`config.mk`:
```
export PLATFORM = sky130hd
export DESIGN_NAME = rotary_input_conditioner
export DESIGN_NICKNAME = d
export VERILOG_FILES = /design/src/rtl/rotary_input_conditioner_pkg.sv /design/src/rtl/rotary_input_conditioner_debounce_channel.sv /design/src/rtl/rotary_input_conditioner.sv
export SDC_FILE = /design/constraint.sdc
export NUM_CORES = 1
export LEC_CHECK = 0
export BUFFER_PORTS_ARGS = -buffer_cell sky130_fd_sc_hd__buf_2
export CAP_MARGIN = 20
export CORE_ASPECT_RATIO = 2
export CORE_MARGIN = 2
export CORE_UTILIZATION = 45
export CTS_CLUSTER_SIZE = 30
export DETAILED_ROUTE_END_ITERATION = 8
export SLEW_MARGIN = 20
export SYNTH_ARGS = -nofsm -noshare
export SYNTH_HDL_FRONTEND = slang
export SYNTH_HIERARCHICAL = 1
export SYNTH_SLANG_ARGS = --single-unit
```
`constraint.sdc`:
```
create_clock -name clk -period 2.7 [get_ports clk]
set_input_delay 0.54 -clock clk [delete_from_list [all_inputs] [get_ports clk]]
set_output_delay 0.54 -clock clk [all_outputs]
set_load 0.03 [all_outputs]
```
`src/rtl/rotary_input_conditioner_pkg.sv`:
```
// Shared definitions for the rotary encoder input conditioner.
//   deb_state_e           : per-channel debounce FSM encoding
//   GLITCH_W              : width of the diagnostic glitch counter
//   DEFAULT_STABLE_CYCLES : default hold time a new level must survive
//   DEFAULT_CNT_W         : default debounce counter width
//   sat_add_glitch()      : saturating add of up to three glitch events
package rotary_input_conditioner_pkg;

  typedef enum logic {
    ST_STABLE  = 1'b0,
    ST_PENDING = 1'b1
  } deb_state_e;

  localparam int GLITCH_W              = 8;
  localparam int DEFAULT_STABLE_CYCLES = 50000;
  localparam int DEFAULT_CNT_W         = 16;

  // Adds 0..3 events to the counter and pins the result at all-ones
  // instead of wrapping.
  function automatic logic [GLITCH_W-1:0] sat_add_glitch(
    input logic [GLITCH_W-1:0] base,
    input logic [1:0]          events
  );
    logic [GLITCH_W:0] sum;
    sum = {1'b0, base} + {{(GLITCH_W - 1){1'b0}}, events};
    if (sum[GLITCH_W]) begin
      return {GLITCH_W{1'b1}};
    end
    return sum[GLITCH_W-1:0];
  endfunction

endpackage

```
`src/rtl/rotary_input_conditioner_debounce_channel.sv`:
```
// One debounced input channel: 2-flop synchroniser followed by a hold-time
// filter FSM.
//   clk, rst : system clock, synchronous active-high reset
//   raw      : asynchronous pin
//   level    : accepted (debounced) level
//   rise     : high in the cycle level goes 0->1
//   fall     : high in the cycle level goes 1->0
//   glitch   : high in a cycle where a pending change was abandoned
module debounce_channel
  import rotary_input_conditioner_pkg::*;
#(
  parameter int STABLE_CYCLES = DEFAULT_STABLE_CYCLES,
  parameter int CNT_W         = DEFAULT_CNT_W
) (
  input  logic clk,
  input  logic rst,
  input  logic raw,
  output logic level,
  output logic rise,
  output logic fall,
  output logic glitch
);

  localparam logic [CNT_W-1:0] CNT_LAST = CNT_W'(STABLE_CYCLES - 1);

  logic             sync1_q, sync1_d;
  logic             sync2_q, sync2_d;
  deb_state_e       state_q, state_d;
  logic [CNT_W-1:0] cnt_q, cnt_d;
  logic             lvl_q, lvl_d;
  logic             rise_q, rise_d;
  logic             fall_q, fall_d;

  // State register: synchroniser, FSM, counter, level and edge strobes.
  always_ff @(posedge clk) begin
    if (rst) begin
      sync1_q <= 1'b0;
      sync2_q <= 1'b0;
      state_q <= ST_STABLE;
      cnt_q   <= '0;
      lvl_q   <= 1'b0;
      rise_q  <= 1'b0;
      fall_q  <= 1'b0;
    end else begin
      sync1_q <= sync1_d;
      sync2_q <= sync2_d;
      state_q <= state_d;
      cnt_q   <= cnt_d;
      lvl_q   <= lvl_d;
      rise_q  <= rise_d;
      fall_q  <= fall_d;
    end
  end

  // Next state: a differing sample opens a pending window; the level only
  // flips once STABLE_CYCLES consecutive samples have disagreed with it.
  always_comb begin
    sync1_d = raw;
    sync2_d = sync1_q;
    state_d = state_q;
    cnt_d   = cnt_q;
    lvl_d   = lvl_q;
    case (state_q)
      ST_STABLE: begin
        cnt_d = '0;
        if (sync2_q != lvl_q) begin
          state_d = ST_PENDING;
          cnt_d   = CNT_W'(1);
        end
      end
      ST_PENDING: begin
        if (sync2_q == lvl_q) begin
          state_d = ST_STABLE;
          cnt_d   = '0;
        end else if (cnt_q == CNT_LAST) begin
          lvl_d   = ~lvl_q;
          state_d = ST_STABLE;
          cnt_d   = '0;
        end else begin
          cnt_d = cnt_q + CNT_W'(1);
        end
      end
      default: begin
        state_d = ST_STABLE;
        cnt_d   = '0;
      end
    endcase
  end

  // Outputs: edge strobes are registered alongside lvl_q so they line up
  // with the level change; glitch is reported in the abandoning cycle.
  always_comb begin
    glitch = 1'b0;
    rise_d = 1'b0;
    fall_d = 1'b0;
    if (state_q == ST_PENDING) begin
      if (sync2_q == lvl_q) begin
        glitch = 1'b1;
      end else if (cnt_q == CNT_LAST) begin
        rise_d = ~lvl_q;
        fall_d = lvl_q;
      end
    end
  end

  assign level = lvl_q;
  assign rise  = rise_q;
  assign fall  = fall_q;

endmodule

```
`src/rtl/rotary_input_conditioner.sv`:
```
// Rotary encoder front end: debounces channel A, channel B and the push
// switch, and keeps a saturating count of rejected transitions.
//   clk, rst       : system clock, synchronous active-high reset
//   rot_a_raw      : encoder channel A pin (async)
//   rot_b_raw      : encoder channel B pin (async)
//   rot_press_raw  : push-switch pin (async), 1 = pressed
//   clear_glitch   : strobe zeroing glitch_count
//   rot_a, rot_b   : debounced channel levels
//   press          : debounced switch level
//   press_pulse    : one cycle, aligned with press rising
//   release_pulse  : one cycle, aligned with press falling
//   glitch_count   : saturating count of rejected transitions
module rotary_input_conditioner
  import rotary_input_conditioner_pkg::*;
#(
  parameter int STABLE_CYCLES = DEFAULT_STABLE_CYCLES,
  parameter int CNT_W         = DEFAULT_CNT_W
) (
  input  logic                clk,
  input  logic                rst,
  input  logic                rot_a_raw,
  input  logic                rot_b_raw,
  input  logic                rot_press_raw,
  input  logic                clear_glitch,
  output logic                rot_a,
  output logic                rot_b,
  output logic                press,
  output logic                press_pulse,
  output logic                release_pulse,
  output logic [GLITCH_W-1:0] glitch_count
);

  logic level_a, level_b, level_p;
  logic rise_p, fall_p;
  logic glitch_a, glitch_b, glitch_p;
  // The counter downstream only needs A/B levels, not their edge strobes.
  logic [3:0] ab_edges_unused;

  logic                rot_a_q, rot_a_d;
  logic                rot_b_q, rot_b_d;
  logic                press_q, press_d;
  logic                press_pulse_q, press_pulse_d;
  logic                release_pulse_q, release_pulse_d;
  logic [GLITCH_W-1:0] glitch_count_q, glitch_count_d;
  logic [1:0]          events;

  debounce_channel #(.STABLE_CYCLES(STABLE_CYCLES), .CNT_W(CNT_W)) u_chan_a (
    .clk(clk), .rst(rst), .raw(rot_a_raw), .level(level_a),
    .rise(ab_edges_unused[0]), .fall(ab_edges_unused[1]), .glitch(glitch_a)
  );

  debounce_channel #(.STABLE_CYCLES(STABLE_CYCLES), .CNT_W(CNT_W)) u_chan_b (
    .clk(clk), .rst(rst), .raw(rot_b_raw), .level(level_b),
    .rise(ab_edges_unused[2]), .fall(ab_edges_unused[3]), .glitch(glitch_b)
  );

  debounce_channel #(.STABLE_CYCLES(STABLE_CYCLES), .CNT_W(CNT_W)) u_chan_p (
    .clk(clk), .rst(rst), .raw(rot_press_raw), .level(level_p),
    .rise(rise_p), .fall(fall_p), .glitch(glitch_p)
  );

  // Output registers; everything leaving the block comes from a flop.
  always_ff @(posedge clk) begin
    if (rst) begin
      rot_a_q         <= 1'b0;
      rot_b_q         <= 1'b0;
      press_q         <= 1'b0;
      press_pulse_q   <= 1'b0;
      release_pulse_q <= 1'b0;
      glitch_count_q  <= '0;
    end else begin
      rot_a_q         <= rot_a_d;
      rot_b_q         <= rot_b_d;
      press_q         <= press_d;
      press_pulse_q   <= press_pulse_d;
      release_pulse_q <= release_pulse_d;
      glitch_count_q  <= glitch_count_d;
    end
  end

  // Levels and press strobes are re-registered together so the pulses stay
  // aligned with the press level they describe. The glitch counter sums up
  // to three simultaneous events; a clear wins over that cycle's events.
  always_comb begin
    rot_a_d         = level_a;
    rot_b_d         = level_b;
    press_d         = level_p;
    press_pulse_d   = rise_p;
    release_pulse_d = fall_p;
    events          = {1'b0, glitch_a} + {1'b0, glitch_b} + {1'b0, glitch_p};
    if (clear_glitch) begin
      glitch_count_d = '0;
    end else begin
      glitch_count_d = sat_add_glitch(glitch_count_q, events);
    end
  end

  assign rot_a         = rot_a_q;
  assign rot_b         = rot_b_q;
  assign press         = press_q;
  assign press_pulse   = press_pulse_q;
  assign release_pulse = release_pulse_q;
  assign glitch_count  = glitch_count_q;

endmodule

```
==> metrics.cfg, run 1 <==
[detailed_routing]
antenna_left=0
wl_per_cell_microns=12.6
drc_errors=0
vias=2369
dr.pass1.iters=5
routed_wl_mm=5.82
vias_per_cell=5.13
dr.first_iter.drc_count=104

[pwr]
ir_drop_v=0.000371
powerDensity_nw_per_um2=593
p_total_mw=2.20
leakage_nw=1.25

[clocking]
clkLatencyLatePin_ps=330
cts.clk_slew.worst_paths_ps=50
cts-root-buf=clkbuf_16
cts_tree=yes
cts.path.max_buffers=2
clock_sink_count=75
htreeDepth=3
cts_hold_buf=0
cts_buffers=9

[setup_path]
path_class=reg2reg
end_kind=register
arrival_ps=2820
timing.rr.start=u_chan_p/level$_SDFFE_PP0P_
r2r-end=glitch_count[7]$_SDFF_PP0_
required_ps=2920
r2r_cells=8
r2r_setup_slack_ps=100
cp-start-kind=register
worst-path-max-fanout=3

[die]
core_area_sq_um=6940
initial_core_util_pct=46.3
row_count=43
ios=19
die_w_microns=63.8
dieArea_sq_um=7880
die_h_microns=124

[timing]
fin_crit_ps=2600
final-setup-viol-count=0
slew_headroom_pct=69.0
period_share_pct=96.1
finalClockSkew_ps=5.85
rsz0062_at_grt=no
fmax_mhz=385
hold_viol_final=0
final.setup.tns_ps=0
slew_violations=0
tightest_slew_ps=464

[place]
gp_congestion=0.782
io_buffers=18
dpl.hpwl_mm=4.15
place_area_sq_um=3430
dp_cells=447

[min_path]
min_from=rot_a_raw
hp-class=in2reg
whs_path_depth=2
min_to=u_chan_a/sync1_q$_SDFF_PP0_

[layout]
area.growth.synth_to_final_pct=15.2
design_area_sq_um=3710
fillCellCount=662
layout-drive-gt1-share_pct=15.9
nets=381
final_cells=462
diodes=0

[flow_run]
max-cap-violations=0

[logic_synthesis]
synth_nets=350
synth_cells=337
syn_area_sq_um=3220
syn_area_per_cell_sq_um=9.55
yosys_warnings=6

[global_route]
gr-usage-all-layers_pct=16.8
grt_max_degree=26
overflow=0
grt_pass1_wl_mm=10.2
antenna_found_initial=0
grt_pass1_vias=2282

[run_status]
status=completed

registers in the layout (all words and copies together), names as in the netlist, 8 cells and up:
register,count
u_chan_b/cnt_q,16
u_chan_a/cnt_q,16
glitch_count,8
u_chan_p/cnt_q,16
critical path: stages, from the launching register on:
cell and delay (ps):
dfxtp_1 320, xnor2_1 180, and2_1 160, fa_1 420, ha_2 200, fa_2 360, and4_4 190, or4_1 510
o211a_1 140
stage by stage:
step           setup WS [ps]  hold WS (ps)  utilization [%]
2_1_floorplan          0.176           414                -
3_3_place_gp            11.8           434             49.4
3_5_place_dp           -22.8           426             49.4
4_1_cts                 17.8           408             53.2
5_1_grt                 3.35           440             53.4
6_report                 105           422             53.4
cell usage in the layout (no fill, tap or decap), types with 3 or more instances in the layout:
cell type / instances
and3_1: 4
clkinv_2: 3
a31oi_1: 3
nor3b_1: 3
a21boi_0: 3
and2_1: 5
a21oi_1: 5
nor4_4: 3
or4b_4: 3
nor4_1: 9
nor2_1: 56
a211oi_1: 3
nor3_1: 17
buf_4: 6
xor2_1: 6
buf_2: 18
nand4bb_1: 3
o21a_1: 3
nand2_1: 11
o21ai_0: 3
nand2b_2: 3
clkbuf_16: 9
nand4_1: 10
nor2b_1: 11
ha_1: 4
inv_1: 15
dfxtp_1: 73
xnor2_1: 39
nand3_1: 17
or4bb_1: 3
o21ba_2: 3
layout make-up:
class,instances,area [sq um],share of cell area [%]
Timing Repair Buffer,24,135,3.65
Clock buffer,12,246,6.65
Multi-Input combinational cell,243,1640,44.2
Clock inverter,3,15.0,0.405
Inverter,15,56.3,1.52
Tap cell,90,113,3.04
Sequential cell,75,1500,40.6
timing repair:
item,CTS,global route
pin swaps,0,1
endpoints found under the setup margin,1,1
buffers inserted,0,0
gates resized for setup,1,5
layer usage:
layer	track usage (%)	routed length, microns
met4	9.38	140
met1	17.6	2360
met5	0	0
met2	29.8	3170
met3	4.61	153
how the worst max path moves through the flow:
| stage | from | end | slack (ps) |
|---|---|---|---|
| after floorplan | u_chan_a/level$_SDFFE_PP0P_ | glitch_count[7]$_SDFF_PP0_ | 0.2 |
| after global placement | u_chan_a/level$_SDFFE_PP0P_ | glitch_count[7]$_SDFF_PP0_ | 10 |
| after detailed placement | u_chan_a/level$_SDFFE_PP0P_ | glitch_count[7]$_SDFF_PP0_ | -20 |
| after CTS | u_chan_a/level$_SDFFE_PP0P_ | glitch_count[7]$_SDFF_PP0_ | 20 |
| after global routing | u_chan_a/sync2_q$_SDFF_PP0_ | glitch_count[7]$_SDFF_PP0_ | 3 |
| final | u_chan_p/level$_SDFFE_PP0P_ | glitch_count[7]$_SDFF_PP0_ | 100 |
where the power goes:
group | leakage, nW | switching, mW | internal (mW)
sequential | 0.607 | 0.00460 | 1.11
clock | 0.132 | 0.409 | 0.636
combinational | 0.511 | 0.0175 | 0.0150
total | 1.25 | 0.431 | 1.77
Note: power is estimated with default switching activity, not from simulation.
==> inputs of run 2 (changes only) <==
- CORE_UTILIZATION: 45 -> 50
- PLACE_DENSITY: unset -> 0.7
- clock period: 2.7 -> 2.1 ns (I/O delays scaled with it)
==> metrics.cfg, run 2 (synthesis gave the netlist of run 1 again) <==
[timing]
finalClockSkew_ps=4.04
fmax_mhz=390
rsz0062_at_grt=yes
fin_crit_ps=2560
hold_viol_final=0
slew_headroom_pct=75.9
final-setup-viol-count=8
period_share_pct=122
tightest_slew_ps=358
finalWorstSetupSlack_ps=-462
slew_violations=0

[die]
die_h_microns=117
core_area_sq_um=6260
ios=19
dieArea_sq_um=7130
die_w_microns=60.7
initial_core_util_pct=51.4
row_count=41

[layout]
diodes=0
nets=397
area.growth.synth_to_final_pct=21.9
reg_top3=u_chan_a/cnt_q (16), u_chan_b/cnt_q (16), u_chan_p/cnt_q (16)
layout-drive-gt1-share_pct=21.3
layout_common_cells=71 x dfxtp_1, 56 x nor2_1, 38 x xnor2_1, 20 x buf_4, 18 x buf_2
final_common_cell=dfxtp_1
final_cells=475
design_area_sq_um=3920

[clocking]
clkLatencyLatePin_ps=330
cts.clk_slew.worst_paths_ps=50
cts_buffers=9
cts.path.max_buffers=2
cts_tree=yes
cts_hold_buf=0
cts-root-buf=clkbuf_16
clock_sink_count=75
htreeDepth=3

[detailed_routing]
routed_wl_mm=5.84
wl_met2_mm=3.17
dr.first_iter.drc_count=52
wl_met3_microns=151
vias_per_cell=5.16
wl_met1_mm=2.40
vias=2449
wl_per_cell_microns=12.3
maxUsedRoutingLayer=met4
antenna_left=0
dr.pass1.iters=4
drc_errors=0

[global_route]
grt_max_degree=15
overflow=0
antenna_found_initial=0
grt_pass1_wl_mm=9.90
grt_pass1_vias=2313
gr-usage-all-layers_pct=18.2

[setup_path]
arrival_ps=2780
worst-path-max-fanout=2
required_ps=2320
end_kind=register
cp-start-kind=register
path_class=reg2reg
r2r_setup_slack_ps=-460

[place]
dpl.hpwl_mm=4.02
io_buffers=18
place_area_sq_um=3540
dp_cells=456
gp_congestion=0.802

[min_path]
hp-class=in2reg

[run_status]
status=finished with violations
violations=negative setup slack

[pwr]
swShare_pct=18.4
pwr-share-comb_pct=1.5
powerDensity_nw_per_um2=800
pwr-share-seq_pct=45.9
p_int_mw=2.56
ir_drop_v=0.000802
clkPwrFrac_pct=52.6
leakage_nw=1.36
switching_power_mw=0.578

[flow_run]
max-cap-violations=0

run 2: changes by cell type in the layout (fill, tap and decap cells not counted), sizes merged:
cell	previous run	this run
buf	24	40
bufinv	0	2
clkinv	3	1
clkinvlp	0	1
run 2: metrics by stage:
step | worst slack [ps] | total power, mW | hold slack [ps] | utilization, % | setup TNS [ps]
2_1_floorplan | -459 | 1.49 | 414 | - | -911
3_3_place_gp | -459 | 1.52 | 423 | 56.6 | -1900
3_5_place_dp | -476 | 1.52 | 425 | 56.6 | -2120
4_1_cts | -449 | 3.18 | 295 | 62.4 | -2560
5_1_grt | -538 | 3.25 | 301 | 62.7 | -3510
6_report | -462 | 3.14 | 312 | 62.7 | -2720
run 2: worst paths after layout:
kind | start | endpoint | cells after the start
setup / recovery | u_chan_a/level$_SDFFE_PP0P_ | glitch_count[7]$_SDFF_PP0_ | 8
hold / removal | rot_b_raw | u_chan_b/sync1_q$_SDFF_PP0_ | 2
setup reg to reg | u_chan_a/level$_SDFFE_PP0P_ | glitch_count[7]$_SDFF_PP0_ | 8
hold reg to reg | u_chan_p/sync1_q$_SDFF_PP0_ | u_chan_p/sync2_q$_SDFF_PP0_ | 1
run 2: per-layer routing:
layer	global-route usage, %	vias to the layer above
li1	-	1249
met5	0	-
met4	9.38	0
met2	29.6	35
met1	21.0	1154
met3	4.63	11
run 2: power groups by stage:
stage / logic (mW) / registers (mW) / clock network, mW
CTS: 0.0492 / 1.44 / 1.69
finish: 0.0485 / 1.44 / 1.65
global route: 0.0541 / 1.44 / 1.75
detailed placement: 0.0478 / 1.47 / 0
global placement: 0.0463 / 1.47 / 0
floorplan: 0.0214 / 1.47 / 0
run 2: critical path, cell delays in order (launching register included):
cell     delay (ps)
dfxtp_2         330
xnor2_2         140
and2_4          160
fa_1            460
ha_2            200
fa_2            340
and4_4          190
or4_1           510
o211a_1         140
run 2: final cells by class:
| class | instances | area [sq um] |
|---|---|---|
| clock inverters | 4 | 72.6 |
| well taps | 86 | 108 |
| flip-flops and latches | 75 | 1510 |
| fillers | 568 | 2340 |
| repair buffers | 40 | 263 |
| inverters | 15 | 56.3 |
| clock buffers | 12 | 256 |
| multi-input cells | 243 | 1660 |
run 2: what timing repair did:
| item | in CTS | in global routing |
|---|---|---|
| setup endpoints to repair | 8 | 8 |
| pin swaps | 2 | 4 |
| gates resized for setup | 7 | 2 |
| buffers inserted | 2 | 1 |
==> inputs of run 3 (changes only) <==
- MAX_ROUTING_LAYER: unset -> met4
==> metrics.cfg, run 3 (synthesis gave the netlist of run 1 again) <==
[die]
ios=19
initial_core_util_pct=51.4
dieArea_sq_um=7130
die_w_microns=60.7
die_h_microns=117
row_count=41
core_area_sq_um=6260

[flow_run]
max-cap-violations=0

[timing]
slew_violations=0
rsz0062_at_grt=yes
slew_headroom_pct=75.9
hold_viol_final=0
fmax_mhz=391
final-setup-viol-count=8
fin_crit_ps=2560
period_share_pct=122
finalWorstSetupSlack_ps=-459
finalClockSkew_ps=4.05
tightest_slew_ps=358
whs_ps=308

[place]
dp_cells=456
io_buffers=18
dpl.hpwl_mm=4.02
gp_congestion=0.814
place_area_sq_um=3540

[clocking]
cts.clk_slew.worst_paths_ps=50
clkLatencyLatePin_ps=330
cts-root-buf=clkbuf_16
clock_sink_count=75
cts_tree=yes
cts_hold_buf=0
cts_buffers=9
htreeDepth=3
cts.path.max_buffers=2

[setup_path]
cp_num_buf_inv=0
crit_end=glitch_count[7]$_SDFF_PP0_
path_class=reg2reg
required_ps=2320
worst-path-max-fanout=2
r2r-end=glitch_count[7]$_SDFF_PP0_
end_kind=register
worst-path-stages=8
critPathTopFamily=adder cells
timing.rr.start=u_chan_a/level$_SDFFE_PP0P_
r2r_setup_slack_ps=-460
critPathSlowestCell=or4_1
r2r_cells=8
slowest_delay_ps=510
arrival_ps=2780
path_cells=xnor2_2 -> and2_4 -> fa_1 -> ha_2 -> fa_2 -> and4_4 -> or4_1 -> o211a_1
crit_start=u_chan_a/level$_SDFFE_PP0P_
cp-start-kind=register

[pwr]
powerDensity_nw_per_um2=802
ir_drop_v=0.000809
leakage_nw=1.36

[detailed_routing]
drc_errors=0
dr.pass1.iters=7
vias_per_cell=5.14
wl_per_cell_microns=12.3
dr.first_iter.drc_count=46
vias=2443
antenna_left=0
routed_wl_mm=5.84

[layout]
nets=397
regArea_sq_um=1510
design_area_sq_um=3920
area.growth.synth_to_final_pct=21.9
layout-drive-gt1-share_pct=21.3
diodes=0
final_cells=475
fillCellCount=568
reg_top3=u_chan_a/cnt_q (16), u_chan_b/cnt_q (16), u_chan_p/cnt_q (16)
multi_input_area_sq_um=1660
layout_common_cells=71 x dfxtp_1, 56 x nor2_1, 38 x xnor2_1, 20 x buf_4, 18 x buf_2
final_common_cell=dfxtp_1

[min_path]
hp-class=in2reg
whs_path_depth=2

[global_route]
grt_max_degree=15
grt_pass1_wl_mm=9.92
overflow=0
gr-usage-all-layers_pct=18.7
grt_pass1_vias=2310
antenna_found_initial=0

[run_status]
status=finished with violations
violations=negative setup slack

-- run 3: cell counts in the layout (fill, tap and decap cells not counted) --
Identical to the previous run, type by type.
-- run 3: worst min path at each step --
| stage | startpoint | to | slack (ps) |
|---|---|---|---|
| final | rot_b_raw | u_chan_b/sync1_q$_SDFF_PP0_ | 310 |
| after global routing | rot_a_raw | u_chan_a/sync1_q$_SDFF_PP0_ | 300 |
| after CTS | rot_a_raw | u_chan_a/sync1_q$_SDFF_PP0_ | 300 |
| after detailed placement | u_chan_p/sync1_q$_SDFF_PP0_ | u_chan_p/sync2_q$_SDFF_PP0_ | 430 |
| after global placement | u_chan_b/sync1_q$_SDFF_PP0_ | u_chan_b/sync2_q$_SDFF_PP0_ | 420 |
| after floorplan | u_chan_a/sync1_q$_SDFF_PP0_ | u_chan_a/sync2_q$_SDFF_PP0_ | 410 |
-- run 3: layout make-up --
type	count	area share (%)
multi-input cells	243	42.3
well taps	86	2.74
inverters	15	1.44
repair buffers	40	6.70
clock inverters	4	1.85
flip-flops and latches	75	38.4
clock buffers	12	6.54
-- run 3: report_power, final --
part           leakage (nW)  switching [mW]  internal (mW)  total (mW)
sequential            0.607         0.00556           1.43        1.44
combinational         0.593          0.0247         0.0237      0.0485
clock                 0.159           0.555           1.10        1.66
-- run 3: worst reg2reg max path, stage by stage (launching register included) --
cell and delay, ps:
dfxtp_2 330, xnor2_2 140, and2_4 160, fa_1 460
ha_2 200, fa_2 340, and4_4 190, or4_1 510
o211a_1 140
-- run 3: stage by stage --
step | TNS (ps) | total power [mW] | setup WS [ps] | utilization [%]
2_1_floorplan | -911 | 1.49 | -459 | -
5_1_grt | -3510 | 3.25 | -538 | 62.7
3_3_place_gp | -1900 | 1.52 | -459 | 56.6
6_report | -2700 | 3.14 | -459 | 62.7
3_5_place_dp | -2120 | 1.52 | -476 | 56.6
4_1_cts | -2560 | 3.18 | -449 | 62.4
-- run 3: per-layer routing --
metal / vias up / track usage (%) / wire length, microns
li1: 1249 / - / -
met1: 1153 / 21.2 / 2440
met2: 29 / 29.6 / 3120
met3: 12 / 4.63 / 138
met4: 0 / 9.38 / 132
met5: - / - / 0
-- run 3: repair_timing --
| item | 4_1_cts | 5_1_grt |
|---|---|---|
| pin swaps | 2 | 4 |
| setup endpoints to repair | 8 | 8 |
| cloned | 0 | 0 |
| gates resized for setup | 7 | 2 |
| setup buffers | 2 | 1 |
